## config.mk

```make
export PLATFORM = sky130hd
export DESIGN_NAME = pixel_plotter_flat
export DESIGN_NICKNAME = d
export VERILOG_FILES = /design/src/rtl/pixel_plotter_if.sv /design/src/rtl/pixel_plotter.sv /design/src/flat_wrapper.sv
export SDC_FILE = /design/constraint.sdc
export NUM_CORES = 1
export LEC_CHECK = 0
export ABC_CLOCK_PERIOD_IN_PS = 3700
export CORE_UTILIZATION = 30
export DETAILED_ROUTE_END_ITERATION = 8
export PLACE_DENSITY = 0.46
export SLEW_MARGIN = 20
export SYNTH_ARGS = -nofsm -noshare
export SYNTH_HDL_FRONTEND = slang
export SYNTH_SLANG_ARGS = --single-unit
```

## constraint.sdc

```tcl
create_clock -name clk -period 3.7 [get_ports clk]
set_clock_uncertainty 0.05 [all_clocks]
set_input_delay 0.74 -clock clk [delete_from_list [all_inputs] [get_ports clk]]
set_output_delay 0.74 -clock clk [all_outputs]
set_load 0.05 [all_outputs]
```

## src/rtl/pixel_plotter_if.sv

```systemverilog
// Pixel-input handshake and framebuffer write port
// shared by the plotter and its source/sink.
interface pixel_plotter_if;
    logic        in_valid;
    logic        in_ready;
    logic [9:0]  in_x;
    logic [8:0]  in_y;
    logic        in_color;
    logic        wr_en;
    logic [18:0] wr_addr;
    logic        wr_data;
    logic        mem_stall;

    modport master (
        output in_valid, in_x, in_y, in_color, mem_stall,
        input  in_ready, wr_en, wr_addr, wr_data
    );

    modport slave (
        input  in_valid, in_x, in_y, in_color, mem_stall,
        output in_ready, wr_en, wr_addr, wr_data
    );
endinterface

```

## src/rtl/pixel_plotter.sv

```systemverilog
// Pixel plotter: 4-deep FIFO, clip stage, address stage.
// Optional PIXEL_PLOTTER_DEDUP_EN drops repeats of the last write.
module pixel_plotter (
    input  logic           clk,
    input  logic           reset,
    pixel_plotter_if.slave pix,
    output logic [15:0]    drop_count,
    output logic           idle
);
    typedef struct packed {
        logic [9:0] x;
        logic [8:0] y;
        logic       c;
    } pixel_t;

    pixel_t      fifo_q [4];
    logic [1:0]  wptr_q, rptr_q;
    logic [2:0]  cnt_q, cnt_d;
    logic [15:0] drop_q, drop_d;

    logic        s1_v_q;
    logic [9:0]  s1_x_q;
    logic [18:0] s1_ym_q;
    logic        s1_c_q;
    logic        s2_v_q;
    logic [18:0] s2_addr_q;
    logic        s2_c_q;

    logic        stall, push, pop;
    logic        clip, dup, fwd;
    pixel_t      head;
    logic [18:0] head_y, head_ym;

    assign stall   = s2_v_q & pix.mem_stall;
    assign push    = pix.in_valid & ~cnt_q[2];
    assign pop     = ~stall & (cnt_q != 3'd0);
    assign head    = fifo_q[rptr_q];
    assign head_y  = {10'd0, head.y};
    assign head_ym = (head_y << 9) + (head_y << 7);
    assign clip    = (head.x >= 10'd640)
                   | (head.y >= 9'd480);

`ifdef PIXEL_PLOTTER_DEDUP_EN
    logic        last_v_q;
    logic [18:0] last_addr_q;
    logic        last_c_q;
    logic [18:0] head_addr;

    assign head_addr = head_ym + {9'd0, head.x};
    assign dup = last_v_q
               & (head_addr == last_addr_q)
               & (head.c == last_c_q);

    // Record tracks committed writes only.
    always_ff @(posedge clk) begin
        if (reset) begin
            last_v_q    <= 1'b0;
            last_addr_q <= '0;
            last_c_q    <= 1'b0;
        end else if (s2_v_q & ~pix.mem_stall) begin
            last_v_q    <= 1'b1;
            last_addr_q <= s2_addr_q;
            last_c_q    <= s2_c_q;
        end
    end
`else
    assign dup = 1'b0;
`endif

    assign fwd = pop & ~clip & ~dup;

    always_comb begin
        cnt_d = cnt_q;
        if (push & ~pop)
            cnt_d = cnt_q + 3'd1;
        else if (pop & ~push)
            cnt_d = cnt_q - 3'd1;
        drop_d = drop_q;
        if (pop & clip & (drop_q != 16'hFFFF))
            drop_d = drop_q + 16'd1;
    end

    always_ff @(posedge clk) begin
        if (reset) begin
            wptr_q <= '0;
            rptr_q <= '0;
            cnt_q  <= '0;
            drop_q <= '0;
        end else begin
            if (push) begin
                fifo_q[wptr_q] <= {pix.in_x, pix.in_y,
                                   pix.in_color};
                wptr_q <= wptr_q + 2'd1;
            end
            if (pop)
                rptr_q <= rptr_q + 2'd1;
            cnt_q  <= cnt_d;
            drop_q <= drop_d;
        end
    end

    // Data regs load only with real pixels so wr_addr
    // never picks up uninitialised FIFO contents.
    always_ff @(posedge clk) begin
        if (reset) begin
            s1_v_q    <= 1'b0;
            s1_x_q    <= '0;
            s1_ym_q   <= '0;
            s1_c_q    <= 1'b0;
            s2_v_q    <= 1'b0;
            s2_addr_q <= '0;
            s2_c_q    <= 1'b0;
        end else if (~stall) begin
            s1_v_q <= fwd;
            if (fwd) begin
                s1_x_q  <= head.x;
                s1_ym_q <= head_ym;
                s1_c_q  <= head.c;
            end
            s2_v_q <= s1_v_q;
            if (s1_v_q) begin
                s2_addr_q <= s1_ym_q + {9'd0, s1_x_q};
                s2_c_q    <= s1_c_q;
            end
        end
    end

    assign pix.in_ready = ~cnt_q[2];
    assign pix.wr_en    = s2_v_q;
    assign pix.wr_addr  = s2_addr_q;
    assign pix.wr_data  = s2_c_q;
    assign drop_count   = drop_q;
    assign idle         = (cnt_q == 3'd0)
                        & ~s1_v_q & ~s2_v_q;
endmodule

```

## src/flat_wrapper.sv

```systemverilog
// flat-port wrapper written by rule: the top's interface ports become plain ports
module pixel_plotter_flat 
  (clk, reset, drop_count, idle, pix_in_valid, pix_in_x, pix_in_y, pix_in_color, pix_mem_stall, pix_in_ready, pix_wr_en, pix_wr_addr, pix_wr_data);
  pixel_plotter_if pix_i ();
  input  logic clk;
  input  logic reset;
  output logic [15:0] drop_count;
  output logic idle;
  input wire logic [$bits(pix_i.in_valid)-1:0] pix_in_valid;
  input wire logic [$bits(pix_i.in_x)-1:0] pix_in_x;
  input wire logic [$bits(pix_i.in_y)-1:0] pix_in_y;
  input wire logic [$bits(pix_i.in_color)-1:0] pix_in_color;
  input wire logic [$bits(pix_i.mem_stall)-1:0] pix_mem_stall;
  output wire logic [$bits(pix_i.in_ready)-1:0] pix_in_ready;
  output wire logic [$bits(pix_i.wr_en)-1:0] pix_wr_en;
  output wire logic [$bits(pix_i.wr_addr)-1:0] pix_wr_addr;
  output wire logic [$bits(pix_i.wr_data)-1:0] pix_wr_data;
  assign pix_i.in_valid = pix_in_valid;
  assign pix_i.in_x = pix_in_x;
  assign pix_i.in_y = pix_in_y;
  assign pix_i.in_color = pix_in_color;
  assign pix_i.mem_stall = pix_mem_stall;
  assign pix_in_ready = pix_i.in_ready;
  assign pix_wr_en = pix_i.wr_en;
  assign pix_wr_addr = pix_i.wr_addr;
  assign pix_wr_data = pix_i.wr_data;
  pixel_plotter u_core (.clk(clk), .reset(reset), .pix(pix_i), .drop_count(drop_count), .idle(idle));
endmodule
```

# Word level (Yosys, flattened, before mapping)
# Memories as Yosys holds them, arrays and structs flattened. A register that Yosys moved wholly into a read port is not among the register bits.
# Index checks and enable logic that the tools add are counted.
classes:
  add_sub_neg: 7
  n_lt_le_gt_ge: 2
  eq_ne: 1
  n_mux: 7
  bitwise_logic: 18
  n_reduce_logical: 5
op_table:
  columns: ["cell", "count"]
  rows:
  - ["18-bit by 16-bit adder with 19-bit output", 1]
  - ["19-bit by 10-bit adder with 19-bit output", 1]
  - ["16-bit by 1-bit adder with 16-bit output, second input constant", 1]
  - ["16-bit inequality test, second input constant", 1]
  - ["1-bit AND", 10]
  - ["10-bit greater-or-equal comparator, second input constant", 1]
  - ["9-bit greater-or-equal comparator, second input constant", 1]
  - ["1-bit inverter", 7]
  - ["3-bit two-way mux", 2]
  - ["2-bit by 1-bit adder with 2-bit output, second input constant", 2]
  - ["2-bit two-way mux", 2]
  - ["2-bit AND reduction", 2]
  - ["3-bit by 1-bit adder with 3-bit output, second input constant", 1]
  - ["3-bit logical NOT", 1]
  - ["1-bit two-way mux", 3]
  - ["3-bit nonzero test", 1]
  - ["3-bit by 1-bit subtractor with 3-bit output, second input constant", 1]
  - ["2-bit nonzero test", 1]
  - ["1-bit bitwise OR", 1]
word_totals:
  reg_bits: 75
  ram_bits: 80
  memories: 1
mem_list:
  columns: ["memory", "words", "word_bits", "rd", "rd_ports_with_merged_regs", "write_ports", "line_no", "source"]
  rows:
  - ["u_core.fifo_q", 4, 20, 1, 1, 1, "pixel_plotter.sv:16", "pixel_t fifo_q [4];"]

# Logic depth before layout (Yosys ltp)
# Gate-level depths: netlist of run 1.
depth:
  ltp_word: 6
  mapped_depth: 11
  ltp_nobuf: 9

# Least setup slack after synthesis of run 1
# Ideal clock, no wire load.
synth_timing:
  path_kind: "register to register"
  from: "reg with a tool-made name"
  to: "reg u_core.s1_ym_q[15]"
  setup_ns: 0.070
  arrival_time_ns: 2.725
  required_ns: 3.580
  setup_slack_ns: 0.854
  path_stages_with_launch: 12
  cell_sequence: "dfxtp_1 buf_6 buf_2 mux4_2 ha_1 inv_1 fa_1 nand2b_1 a21oi_1 or3_1 a221o_1 a21oi_1"
synth_rtl:
  columns: ["element", "line_no", "source"]
  rows:
  - ["end signal, assigned", "pixel_plotter.sv:117", "s1_ym_q <= head_ym;"]
  - ["end, declared", "pixel_plotter.sv:23", "logic [18:0] s1_ym_q;"]

# Worst setup path after layout of run 1
layout_timing:
  from: "reg u_core.cnt_q[2]"
  to: "out idle"
layout_via:
  elab_chain_len: 3
layout_rtl:
  columns: ["element", "line_no", "source"]
  rows:
  - ["start, declared", "pixel_plotter.sv:18", "logic [2:0] cnt_q, cnt_d;"]
  - ["start signal, assigned", "pixel_plotter.sv:97", "cnt_q <= cnt_d;"]
  - ["3-bit logical NOT", "pixel_plotter.sv:133", "assign idle = (cnt_q == 3'd0)"]
  - ["1-bit AND (2 in a row)", "pixel_plotter.sv:134", "& ~s1_v_q & ~s2_v_q;"]
  - ["end, declared", "flat_wrapper.sv:8", "output logic idle;"]
# Every way passes these cells.

==> results of run 1 <==
## area by class of cell
class / count / area share (%)
repair buffers: 77 / 9.24
well taps: 270 / 4.29
clock inverters: 14 / 2.22
clock buffers: 18 / 5.45
inverters: 11 / 0.524
multi-input cells: 329 / 30.0
flip-flops and latches: 150 / 48.3
## state kept, by name (all words and copies together) (netlist names), 2 cells and up, named ones only
| name | flops |
|---|---|
| u_core.s1_ym_q | 12 |
| u_core.fifo_q | 80 |
| u_core.pix.wr_addr | 19 |
| u_core.rptr_q | 2 |
| u_core.s1_x_q | 10 |
| u_core.cnt_q | 3 |
| u_core.drop_count | 16 |
| u_core.wptr_q | 2 |
## critical path, cell delays in order (launching register included)
cell and delay, ns:
dfxtp_1 0.34, or3_1 0.43, nor3_1 0.15, clkdlybuf4s50_1 0.82
## where the power goes
| group | switching, mW | total, mW | internal [mW] |
|---|---|---|---|
| Sequential | 0.172 | 2.16 | 1.99 |
| Combinational | 1.15 | 1.92 | 0.766 |
| Clock | 0.691 | 1.76 | 1.07 |
## cell usage in the layout, fill, tap and decap left out, drive strengths merged, types with 2 or more instances in the layout
cell / n
a211oi: 10
a21oi: 45
a311oi: 2
and2: 8
and3: 2
and4: 4
buf: 16
bufinv: 3
clkbuf: 18
clkdlybuf4s50: 61
clkinv: 7
dfxtp: 70
edfxtp: 80
fa: 3
ha: 16
inv: 14
mux2: 9
mux2i: 2
mux4: 20
nand2: 67
nand2b: 2
nand3: 17
nand4: 3
nor2: 35
nor2b: 13
nor3: 5
nor3b: 3
nor4: 5
o21a: 2
o21ai: 10
o31ai: 6
or3: 9
or4: 6
xnor2: 10
xor2: 6
## how the worst min path moves through the flow
stage | startpoint | endpoint | slack (ns) | depth (start not counted)
5_1_grt | u_core.pix.wr_addr[0] | u_core.pix.wr_addr[0] | 0.43 | 2
3_5_place_dp | u_core.s1_x_q[5] | u_core.s1_x_q[5] | 0.40 | 2
6_report | u_core.pix.wr_addr[0] | u_core.pix.wr_addr[0] | 0.40 | 2
3_3_place_gp | u_core.s1_x_q[3] | u_core.pix.wr_addr[3] | 0.39 | 2
4_1_cts | u_core.s1_x_q[5] | u_core.s1_x_q[5] | 0.41 | 2
2_1_floorplan | u_core.s1_x_q[0] | u_core.pix.wr_addr[0] | 0.38 | 2
## Yosys cell counts, drive strengths merged (2+ instances only)
library cell  number
edfxtp            80
dfxtp             70
nand2             67
a21oi             45
nor2              35
mux4              20
clkbuf            18
nand3             17
ha                16
nor2b             13
inv               11
a211oi            10
buf               10
o21ai             10
xnor2             10
mux2               9
or3                9
and2               8
o31ai              6
or4                6
xor2               6
nor3               5
nor4               5
and4               4
fa                 3
nand4              3
nor3b              3
a311oi             2
and3               2
mux2i              2
nand2b             2
o21a               2
## per-stage QoR
step / worst slack [ns] / utilization (%) / std cells
floorplan: 0.854 / - / 518
global placement: 0.769 / 35.5 / 837
detailed placement: 0.689 / 35.5 / 837
CTS: 0.714 / 38.4 / 869
global route: 0.583 / 38.4 / 869
finish: 0.751 / 38.4 / 869
## metal layers
metal	part of all wire [%]	wire length (um)
met3	3.9	527
met2	46	6150
met4	1.6	214
met1	48	6450
met5	0	0
## logic make-up after synthesis
group	after synthesis
adders and majority gates	19
AOI/OAI and AO/OA	82
DFF	150
xor gates and xnor gates	16
and+or+nand+nor	181
muxes	31
buffers and inverters	39
==> metrics.yaml, run 1 <==
status: "completed"
grt-busiest-layer: "met2"
drt_iter0_drc: 223
post_cts_buffers: 0
start_kind: "flip-flop"
syn_area_um2: 6340
finalNetCount: 629
cp-end-kind: "output pin"
insertedDiodeCount: 0
power.density_nw_per_um2: 741
clockBufferDepth: 2
initial_core_util_pct: 30.9
worstMarginPinSlew_ns: 0.656
io_pins: 63
startpoint: "u_core.cnt_q[2]"
reg2reg_to: "u_core.s1_ym_q[15]"
dp_hpwl_mm: 9.08
async_flop_share_pct: 0
crit_fanout: 5
syn_area_per_cell_um2: 12.2
yosys_warnings: 0
ant_nets: 0
netlist_top_cells_area: "edfxtp_1 38%, dfxtp_1 22%, mux4_2 5.3%"
cts_hold_buffers: 0
synth-edff-count: 80
synth_top_family_by_area: "simple AND/OR/NAND/NOR gates"
path_clk_slew_ns: 0.06
post_cts_resized: 0
setup-tns-final_ns: 0
synth-seq-area-share_pct: 60.0
portBuffers: 62
drv_cap: 0
post_drt_wl_per_cell_um: 15.4
ir_worst_vdd_v: 0.000336
cts_tree: "done"
yosysTopAreaCell: "edfxtp_1"
grt_pass1_wl_mm: 21.8
grtUsageMet3_pct: 3.70
whs_ns: 0.403
row_count: 52
grt_overflow: 0
synthDistinctLibCells: 49
finalSetupViolCount: 0
fp.dieH_um: 147
regArea_um2: 3800
fp.coreArea_um2: 20500
multi_input_area_um2: 2360
rsz0062_at_grt: "no"
drcViolationCount: 0
die_width_um: 147
syn_nets: 561
antenna_found_initial: 0
use_met2_pct: 20.7
viasPerCell: 4.74
place_congestion: 0.758
synth_mux_area_share_pct: 9.32
fmax_mhz: 339
slew_headroom_pct: 56.1
synth_cells: 518
synth_seq_cells: 150
met1_usage_pct: 17.3
vias: 4115
clk_latency_ns: 0.42
synth_compound_area_share_pct: 7.66
synth_top_area_share_pct: 37.9
grt_pass1_vias: 4061
r2r_setup_slack_ns: 0.79
crit_path_end: "idle"
grt_max_degree: 61
power_mw: 5.84
area_growth_pct: 24.3
required_ns: 2.91
synth_xor_xnor_area_share_pct: 2.21
h-tree-depth: 4
synth-main-ff-cell: "edfxtp_1"
dr.pass1.iters: 4
place_area_um2: 7270
rr_worst_depth: 8
drv_slew: 0
cp.arrival_ns: 2.16
finalHoldViolCount: 0
n_fill_cell: 1997
final_area_um2: 7880
synth_fa_ha_area_share_pct: 4.10
crit_type: "reg2out"
grt.total_usage_pct: 13.2
period_minus_slack_ns: 2.95
p_leak_nw: 2.66
cts-root-buf: "clkbuf_16"
synthSimpleGateAreaFrac_pct: 13.9
routed_wl_mm: 13.3
cts_buffers: 17
holdCritPathClass: "reg2reg"
die_area_um2: 21700
finalCritPeriodShare_pct: 79.7
drive_gt1_share_pct: 12.4
numClockSinks: 150
No activity file was read; power rests on OpenSTA's default activity.
==> run 2: changes to the inputs <==
ABC_CLOCK_PERIOD_IN_PS = 3000   (was 3700)
clock period = 3 ns   (was 3.7 ns; I/O delays follow)
==> run 2 against run 1 <==
Compared with the run above: count of clock-buffer cells in the layout is the same; highest routed layer unchanged; core utilization hardly changed; combinational power up 26%; non-clock buffer count up 3; total power rose by 22%; routed wire length fell by 2.0%; clock power up 18%.
==> metrics.yaml, run 2 (synthesis gave the netlist of run 1 again) <==
holdCritPathClass: "reg2reg"
routed_wl_mm: 13.1  # -2.0%
viasPerCell: 4.71  # -0.59%
finalSetupViolCount: 0  # unchanged
rsz0062_at_grt: "no"
drcViolationCount: 0  # unchanged
antenna_found_initial: 0  # unchanged
final_common_cell: "edfxtp_1"
status: "completed"
crit_fanout: 5  # unchanged
finalHoldViolCount: 0  # unchanged
place_congestion: 0.739  # -2.4%
cts_hold_buffers: 0  # unchanged
r2r_setup_slack_ns: 0.23  # -0.56 ns
fp.coreArea_um2: 20500  # unchanged
final_cell_mix: "80 x edfxtp_1, 70 x dfxtp_1, 67 x nand2_1"
power_frac_seq_pct: 37.0  # about the same
crit_type: "reg2out"
dr.pass1.iters: 5  # +1
portBuffers: 62  # unchanged
die_area_um2: 21700  # unchanged
power.density_nw_per_um2: 904  # +22%
path_clk_slew_ns: 0.07  # about the same
cts_buffers: 17  # unchanged
multi_input_area_um2: 2360  # -0.21%
drt_iter0_drc: 199  # -11%
ir_worst_vdd_v: 0.000367  # +9.4%
start_kind: "flip-flop"
period_minus_slack_ns: 2.78
p_sw_share_pct: 34.7  # +0.16 points
whs_ns: 0.404  # +0.00102 ns
worstMarginPinSlew_ns: 0.644  # -0.0118 ns
area_growth_pct: 24.4  # about the same
power.combinational.fraction_pct: 33.8  # +0.9 points
n_fill_cell: 2013  # +0.80%
row_count: 52  # unchanged
dp_hpwl_mm: 8.96  # -1.3%
initial_core_util_pct: 30.9  # unchanged
drive_gt1_share_pct: 12.5  # +0.10 points
grt_pass1_vias: 4022  # -0.96%
fp.dieH_um: 147  # unchanged
grt_pass1_wl_mm: 21.1  # -3.2%
drv_slew: 0  # unchanged
ant_nets: 0  # unchanged
grt.total_usage_pct: 12.7  # -0.47 points
grt_max_degree: 37  # -39%
p_leak_nw: 2.66  # +0.12%
drv_cap: 0  # unchanged
finalNetCount: 632  # +0.48%
p_int_mw: 4.65  # +22%
power_switching_mw: 2.48  # +23%
die_width_um: 147  # unchanged
grt_overflow: 0  # unchanged
post_cts_buffers: 0  # unchanged
cts_tree: "done"
cp.arrival_ns: 2.13  # -0.03 ns
required_ns: 2.35  # -0.56 ns
largest_reg_flops: 80  # unchanged
insertedDiodeCount: 0  # unchanged
clock_power_share_pct: 29.2  # -0.9 points
numClockSinks: 150  # unchanged
h-tree-depth: 4  # unchanged
setup-tns-final_ns: 0  # unchanged
clockBufferDepth: 2  # unchanged
post_drt_wl_per_cell_um: 15.0  # -2.4%
clk_latency_ns: 0.42  # about the same
regArea_um2: 3800  # unchanged
post_cts_resized: 0  # unchanged
cp-end-kind: "output pin"
slew_headroom_pct: 57.1  # +1.0 points
finalCritPeriodShare_pct: 92.8
largest_register: "u_core.fifo_q"
cts-root-buf: "clkbuf_16"
vias: 4105  # -0.24%
io_pins: 63  # unchanged
fmax_mhz: 359
## run 2: power by group through the flow
stage	Combinational, mW	Sequential [mW]	Clock, mW
floorplan	1.57	2.87	0
global placement	2.41	2.68	0
detailed placement	2.44	2.69	0
CTS	2.45	2.64	2.14
global route	2.67	2.68	2.22
finish	2.41	2.64	2.08
## run 2: final timing paths
path,end,startpoint,cells after the start
worst max-delay path,idle,u_core.cnt_q[2],3
worst min-delay path,u_core.pix.wr_addr[2],u_core.s1_x_q[2],2
worst max register to register,u_core.s1_ym_q[15],flip-flop,10
worst min register to register,u_core.pix.wr_addr[2],u_core.s1_x_q[2],2
## run 2: through the flow
stage	total power [mW]	setup WS [ns]	cells	util [%]	cell area, um2
after CTS	7.23	0.163	872	38.5	7880
after floorplan	4.44	0.154	518	-	6340
after global routing	7.57	0.0278	872	38.5	7890
final	7.13	0.217	872	38.5	7890
after global placement	5.08	0.248	840	35.6	7310
after detailed placement	5.12	0.176	840	35.6	7310
## run 2: final cells by class
type	count	share of cell area, %
multi-input cells	329	29.9
repair buffers	80	9.73
flip-flops and latches	150	48.2
clock inverters	14	1.87
clock buffers	18	5.44
inverters	11	0.524
well taps	270	4.28
## run 2: layer usage
layer  up-vias  global-route usage (%)  wire (um)
li1       2050                       -          -
met5         -                       0          0
met2        76                    20.0       5950
met4         0                    4.23        168
met1      1967                    16.8       6430
met3        12                    3.67        522
## run 2: worst max-delay path, cell delays in order, from the launching register on
cell and delay, ns:
dfxtp_1 0.33, or3_1 0.42, nor3_1 0.15, clkdlybuf4s50_1 0.82
==> run 3: changes to the inputs <==
HOLD_SLACK_MARGIN = 0.05   (was default)
==> results of run 3 <==
Same layout as run 2: the final DEF is identical, and so are final timing and power.
